$ cat src/rtl/uart_word_tx.sv
// Word-to-UART serialiser: sends a TX_WIDTH-bit word as TX_WIDTH/8 8N1 frames, LSB byte first.
// Optional even parity bit per frame when UART_TX_PARITY_EN is defined.
module uart_word_tx #(
  parameter int unsigned TX_WIDTH     = 32,
  parameter int unsigned CLKS_PER_BIT = 100
) (
  input  logic                clk_i,
  input  logic                rst_in,
  input  logic                tx_stb_i,
  input  logic [TX_WIDTH-1:0] tx_i,
  output logic                tx_rdy_o,
  output logic                tx_o
);

  localparam int unsigned NBYTES = TX_WIDTH / 8;
  localparam int unsigned BAUD_W = $clog2(CLKS_PER_BIT);
  localparam int unsigned BYTE_W = $clog2(NBYTES) + 1;
  localparam logic [BAUD_W-1:0] BAUD_LAST = BAUD_W'(CLKS_PER_BIT - 1);
  localparam logic [BYTE_W-1:0] BYTE_LAST = BYTE_W'(NBYTES - 1);

  typedef enum logic [2:0] {
    S_IDLE,
    S_START,
    S_DATA,
`ifdef UART_TX_PARITY_EN
    S_PARITY,
`endif
    S_STOP
  } state_e;

  state_e              state_q;
  logic [TX_WIDTH-1:0] shift_q;
  logic [BAUD_W-1:0]   baud_q;
  logic [2:0]          bit_q;
  logic [BYTE_W-1:0]   byte_q;
  logic                tx_q;
  logic                rdy_q;

  logic                bit_end;
  logic [7:0]          cur_byte;

  assign bit_end  = (baud_q == BAUD_LAST);
  assign cur_byte = shift_q[7:0];
  assign tx_o     = tx_q;
  assign tx_rdy_o = rdy_q;

  // Framing FSM; tx_q is loaded with the next bit value on each bit boundary.
  always_ff @(posedge clk_i or negedge rst_in) begin
    if (!rst_in) begin
      state_q <= S_IDLE;
      shift_q <= '0;
      baud_q  <= '0;
      bit_q   <= '0;
      byte_q  <= '0;
      tx_q    <= 1'b1;
      rdy_q   <= 1'b1;
    end else begin
      if (state_q != S_IDLE) begin
        baud_q <= bit_end ? '0 : baud_q + BAUD_W'(1);
      end
      case (state_q)
        S_IDLE: begin
          if (tx_stb_i) begin
            shift_q <= tx_i;
            byte_q  <= '0;
            bit_q   <= '0;
            baud_q  <= '0;
            tx_q    <= 1'b0;
            rdy_q   <= 1'b0;
            state_q <= S_START;
          end
        end
        S_START: begin
          if (bit_end) begin
            tx_q    <= cur_byte[0];
            state_q <= S_DATA;
          end
        end
        S_DATA: begin
          if (bit_end) begin
            if (bit_q == 3'd7) begin
`ifdef UART_TX_PARITY_EN
              tx_q    <= ^cur_byte;
              state_q <= S_PARITY;
`else
              tx_q    <= 1'b1;
              state_q <= S_STOP;
`endif
            end else begin
              bit_q <= bit_q + 3'd1;
              tx_q  <= cur_byte[bit_q + 3'd1];
            end
          end
        end
`ifdef UART_TX_PARITY_EN
        S_PARITY: begin
          if (bit_end) begin
            tx_q    <= 1'b1;
            state_q <= S_STOP;
          end
        end
`endif
        S_STOP: begin
          if (bit_end) begin
            if (byte_q == BYTE_LAST) begin
              rdy_q   <= 1'b1;
              state_q <= S_IDLE;
            end else begin
              // next byte follows immediately, no idle gap
              shift_q <= shift_q >> 8;
              byte_q  <= byte_q + BYTE_W'(1);
              bit_q   <= '0;
              tx_q    <= 1'b0;
              state_q <= S_START;
            end
          end
        end
        default: begin
          state_q <= S_IDLE;
        end
      endcase
    end
  end

endmodule

$ cat config.mk
export PLATFORM = sky130hd
export DESIGN_NAME = uart_word_tx
export DESIGN_NICKNAME = d
export VERILOG_FILES = /design/src/rtl/uart_word_tx.sv
export SDC_FILE = /design/constraint.sdc
export NUM_CORES = 1
export LEC_CHECK = 0
export BUFFER_PORTS_ARGS = -buffer_cell sky130_fd_sc_hd__buf_4
export CAP_MARGIN = 20
export CELL_PAD_IN_SITES_DETAIL_PLACEMENT = 1
export CELL_PAD_IN_SITES_GLOBAL_PLACEMENT = 2
export CORE_MARGIN = 10
export CORE_UTILIZATION = 33
export CTS_CLUSTER_DIAMETER = 30
export DETAILED_ROUTE_END_ITERATION = 12
export GPL_TIMING_DRIVEN = 0
export HOLD_SLACK_MARGIN = 0.1
export PLACE_DENSITY_LB_ADDON = 0.1
export SLEW_MARGIN = 20
export SYNTH_ARGS = -nofsm -noshare
export SYNTH_HDL_FRONTEND = slang
export SYNTH_SLANG_ARGS = --single-unit
$ cat constraint.sdc
create_clock -name clk_i -period 2.2 [get_ports clk_i]
set_input_delay 0.11 -clock clk_i [delete_from_list [all_inputs] [get_ports clk_i]]
set_output_delay 0.11 -clock clk_i [all_outputs]
set_load 0.03 [all_outputs]
==> insert_results.sql <==
INSERT INTO impl_metrics (metric_group, metric, value, unit) VALUES
('status', 'run_status', 'finished clean', ''),
('routing', 'dr_total_vias', '2098', ''),
('logic_synthesis', 'avgSynthCellArea', '10.5', 'µm²'),
('global_routing', 'grt_pass1_vias', '2277', ''),
('timing', 'highest_achievable_clock_rate', '462', 'MHz'),
('logic_synthesis', 'synth_area_leader_cell', 'dfrtp_1', ''),
('setup_path', 'timing.reg2reg.worst_path_depth', '5', ''),
('cts', 'tritoncts', 'done', ''),
('floorplan', 'floorplan.initialDensity', '33.6', '%'),
('cts', 'clock_sinks', '49', ''),
('logic_synthesis', 'synth_simple_gate_area_share', '9.74', '%'),
('setup_path', 'required', '2.39', 'ns'),
('cts', 'worst_skew_pair.late_latency', '0.30', 'ns'),
('global_routing', 'grt-ovfl-total', '0', ''),
('finish', 'nFillCells', '889', ''),
('logic_synthesis', 'synth_fa_ha_area_share', '4.36', '%'),
('placement', 'placedCellCount', '384', ''),
('finish', 'diodes', '0', ''),
('logic_synthesis', 'synth_compound_area_share', '20.2', '%'),
('logic_synthesis', 'postSynthCellCount', '246', ''),
('logic_synthesis', 'ys_async_sr_fraction', '100', '%'),
('logic_synthesis', 'syn-num-nets', '290', ''),
('timing', 'setup-tns-final', '0', 'ns'),
('routing', 'drt_pass1_iterations', '4', ''),
('timing', 'finalHoldViolCount', '0', ''),
('setup_path', 'register_to_register_setup_slack', '0.04', 'ns'),
('timing', 'worstMarginPinSlew', '0.651', 'ns'),
('worst_hold_path', 'hold_class', 'in -> reg', ''),
('placement', 'portBuffers', '36', ''),
('logic_synthesis', 'synth_flop_cell', 'dfrtp_1', ''),
('flow_run', 'maxCapViolations', '0', ''),
('logic_synthesis', 'main_combinational_cell_family_by_area_after_synthesis', 'compound AO/OA/AOI/OAI gates', ''),
('timing', 'post-route-period-util', '98.4', '%'),
('pwr', 'report.power.total', '5.04', 'mW'),
('logic_synthesis', 'netlist.area_leader.share', '45.5', '%'),
('setup_path', 'path_class', 'reg -> reg', ''),
('finish', 'nets', '341', ''),
('logic_synthesis', 'synth.yosys.seq_area_share', '47.6', '%'),
('routing', 'wire_per_inst', '18.0', 'µm'),
('pwr', 'leakage', '1.45', 'nW'),
('finish', 'stdcell_area', '3240', 'µm²'),
('timing', 'timing.clock.skew', '0.00707', 'ns'),
('setup_path', 'critical_path.endpoint_type', 'flip-flop', ''),
('cts', 'clk_path_buf_depth', '2', ''),
('placement', 'place_congestion', '0.749', ''),
('logic_synthesis', 'synth.yosys.warnings', '0', ''),
('setup_path', 'worstPathMaxFanout', '4', ''),
('global_routing', 'antenna_violations_before_repair', '0', ''),
('cts', 'path_clk_slew', '0.09', 'ns'),
('floorplan', 'num_rows', '32', ''),
('timing', 'worst_slew_margin_rel', '56.6', '%'),
('floorplan', 'die_area', '11800', 'µm²'),
('logic_synthesis', 'postSynthRegisterBits', '49', ''),
('finish', 'finish.cell_count_without_fillers', '400', ''),
('pwr', 'vdd.ir_drop.worst', '0.531', 'mV'),
('setup_path', 'cp-start-kind', 'flip-flop', ''),
('cts', 'clk_root_buffer_cell', 'clkbuf_8', ''),
('routing', 'drt-vias-per-instance', '5.25', ''),
('worst_hold_path', 'worstHoldEndpoint', 'shift_q[30]', ''),
('routing', 'drt-total-wl', '7190', 'µm'),
('worst_hold_path', 'hold_path.startpoint', 'tx_i[30]', ''),
('floorplan', 'die_h', '108', 'µm'),
('timing', 'finalCriticalPeriod', '2.16', 'ns'),
('logic_synthesis', 'synth_xor_xnor_area_share', '0.339', '%'),
('timing', 'drv_slew', '0', ''),
('placement', 'detailed_place_hpwl', '5100', 'µm'),
('placement', 'dpl-instance-area', '2980', 'µm²'),
('setup_path', 'worstReg2RegStart', 'baud_q[2]', ''),
('routing', 'drt_iter0_drc', '43', ''),
('floorplan', 'floorplan.io_pins', '37', ''),
('logic_synthesis', 'synth_edf_count', '0', '');
## worst max path at each step
stage	start	endpoint	slack [ns]	cells after the start
2_1_floorplan	state_q[0]	shift_q[18]	0.10	10
3_3_place_gp	state_q[0]	shift_q[17]	-0.71	10
3_5_place_dp	state_q[0]	shift_q[14]	-0.67	10
4_1_cts	baud_q[2]	bit_q[1]	-0.006	5
5_1_grt	baud_q[2]	bit_q[1]	-0.02	5
6_report	baud_q[2]	bit_q[1]	0.04	5
## stage by stage
stage | worst slack (ns) | hold slack, ns
detailed placement | -0.666 | 0.191
global route | -0.0230 | 0.115
global placement | -0.706 | 0.193
finish | 0.0356 | 0.115
CTS | -0.00607 | 0.109
floorplan | 0.100 | -0.186
## critical path, cell delays in order (launching register included)
cell       delay (ns)
dfrtp_2          0.43
or4b_4           0.56
or2_4            0.28
a2bb2oi_4        0.16
a211o_1          0.29
a221o_1          0.33
## placed cells by master, fill, tap and decap left out, types with 2 or more instances in the layout
cell type	synthesis	routed
a221o_1	2	2
a21o_1	8	8
clkbuf_4	0	4
mux4_2	2	2
o21ai_0	7	6
a31oi_1	25	25
dfstp_2	2	2
buf_4	0	43
nand2_1	14	14
nand2b_1	2	2
nand3_1	3	3
dlygate4sd3_1	0	2
mux2i_1	26	26
clkbuf_2	0	5
o21ai_1	2	2
ha_2	0	2
clkbuf_8	0	6
mux2_2	5	5
and3_1	10	10
ha_1	9	7
a21oi_1	27	27
clkbuf_1	9	2
inv_1	7	7
nor2b_1	2	2
o31ai_1	2	2
nor2_1	7	6
buf_2	6	5
dfrtp_1	47	46
## logic make-up after synthesis
| logic type | Yosys count |
|---|---|
| DFF | 49 |
| adders and majority gates | 9 |
| muxes | 33 |
| buffers and inverters | 24 |
| xor gates and xnor gates | 1 |
| and+or+nand+nor | 47 |
| AOI/OAI and AO/OA | 83 |
## cell usage after synthesis (2+ instances only)
library cell	instances
nor2b_1	2
o31ai_1	2
nor4b_1	2
dfstp_2	2
a21o_1	8
clkbuf_1	9
nand3_1	3
a221o_1	2
and3_1	10
a31oi_1	25
inv_1	7
o21ai_1	2
mux2i_1	26
nor4_1	2
mux4_2	2
dfrtp_1	47
ha_1	9
nand2_1	14
nand2b_1	2
o21ai_0	7
a21oi_1	27
buf_1	2
mux2_2	5
nor2_1	7
buf_2	6
## registers in the layout, summed over array words and instances, names as in the netlist
signal / count
shift_q: 32
baud_q: 7
bit_q: 3
byte_q: 3
state_q: 2
tx_o: 1
tx_rdy_o: 1
## final cells by class
| type | instances | area (µm²) | area share (%) |
|---|---|---|---|
| multi-input cells | 173 | 1300 | 40.1 |
| inverters | 7 | 26.3 | 0.812 |
| clock buffers | 7 | 86.3 | 2.67 |
| flip-flops and latches | 49 | 1230 | 38.0 |
| plain buffers | 16 | 95.1 | 2.94 |
| clock inverters | 1 | 30.0 | 0.928 |
| repair buffers | 45 | 343 | 10.6 |
| well taps | 102 | 128 | 3.94 |
## layer usage
layer	global-route usage, %	vias up	wire (µm)
met5	0	-	0
met4	2.82	0	68
met3	3.27	5	270
met2	20.5	36	3470
met1	16.5	1033	3380
li1	-	1024	-
## power breakdown
group	internal [mW]	leakage, nW	total, mW	switching, mW
combinational	1.23	0.809	2.78	1.54
clock	0.371	0.0585	0.682	0.311
sequential	1.32	0.580	1.58	0.261
## what timing repair did
action                                  4_1_cts  5_1_grt
buffers inserted                              4        3
hold endpoints to repair                     49        0
endpoints found under the setup margin       40       27
pin swaps                                     4        2
hold buffers                                  2        0
resized for setup                            17       12
Power figures use the tool's default switching activity.
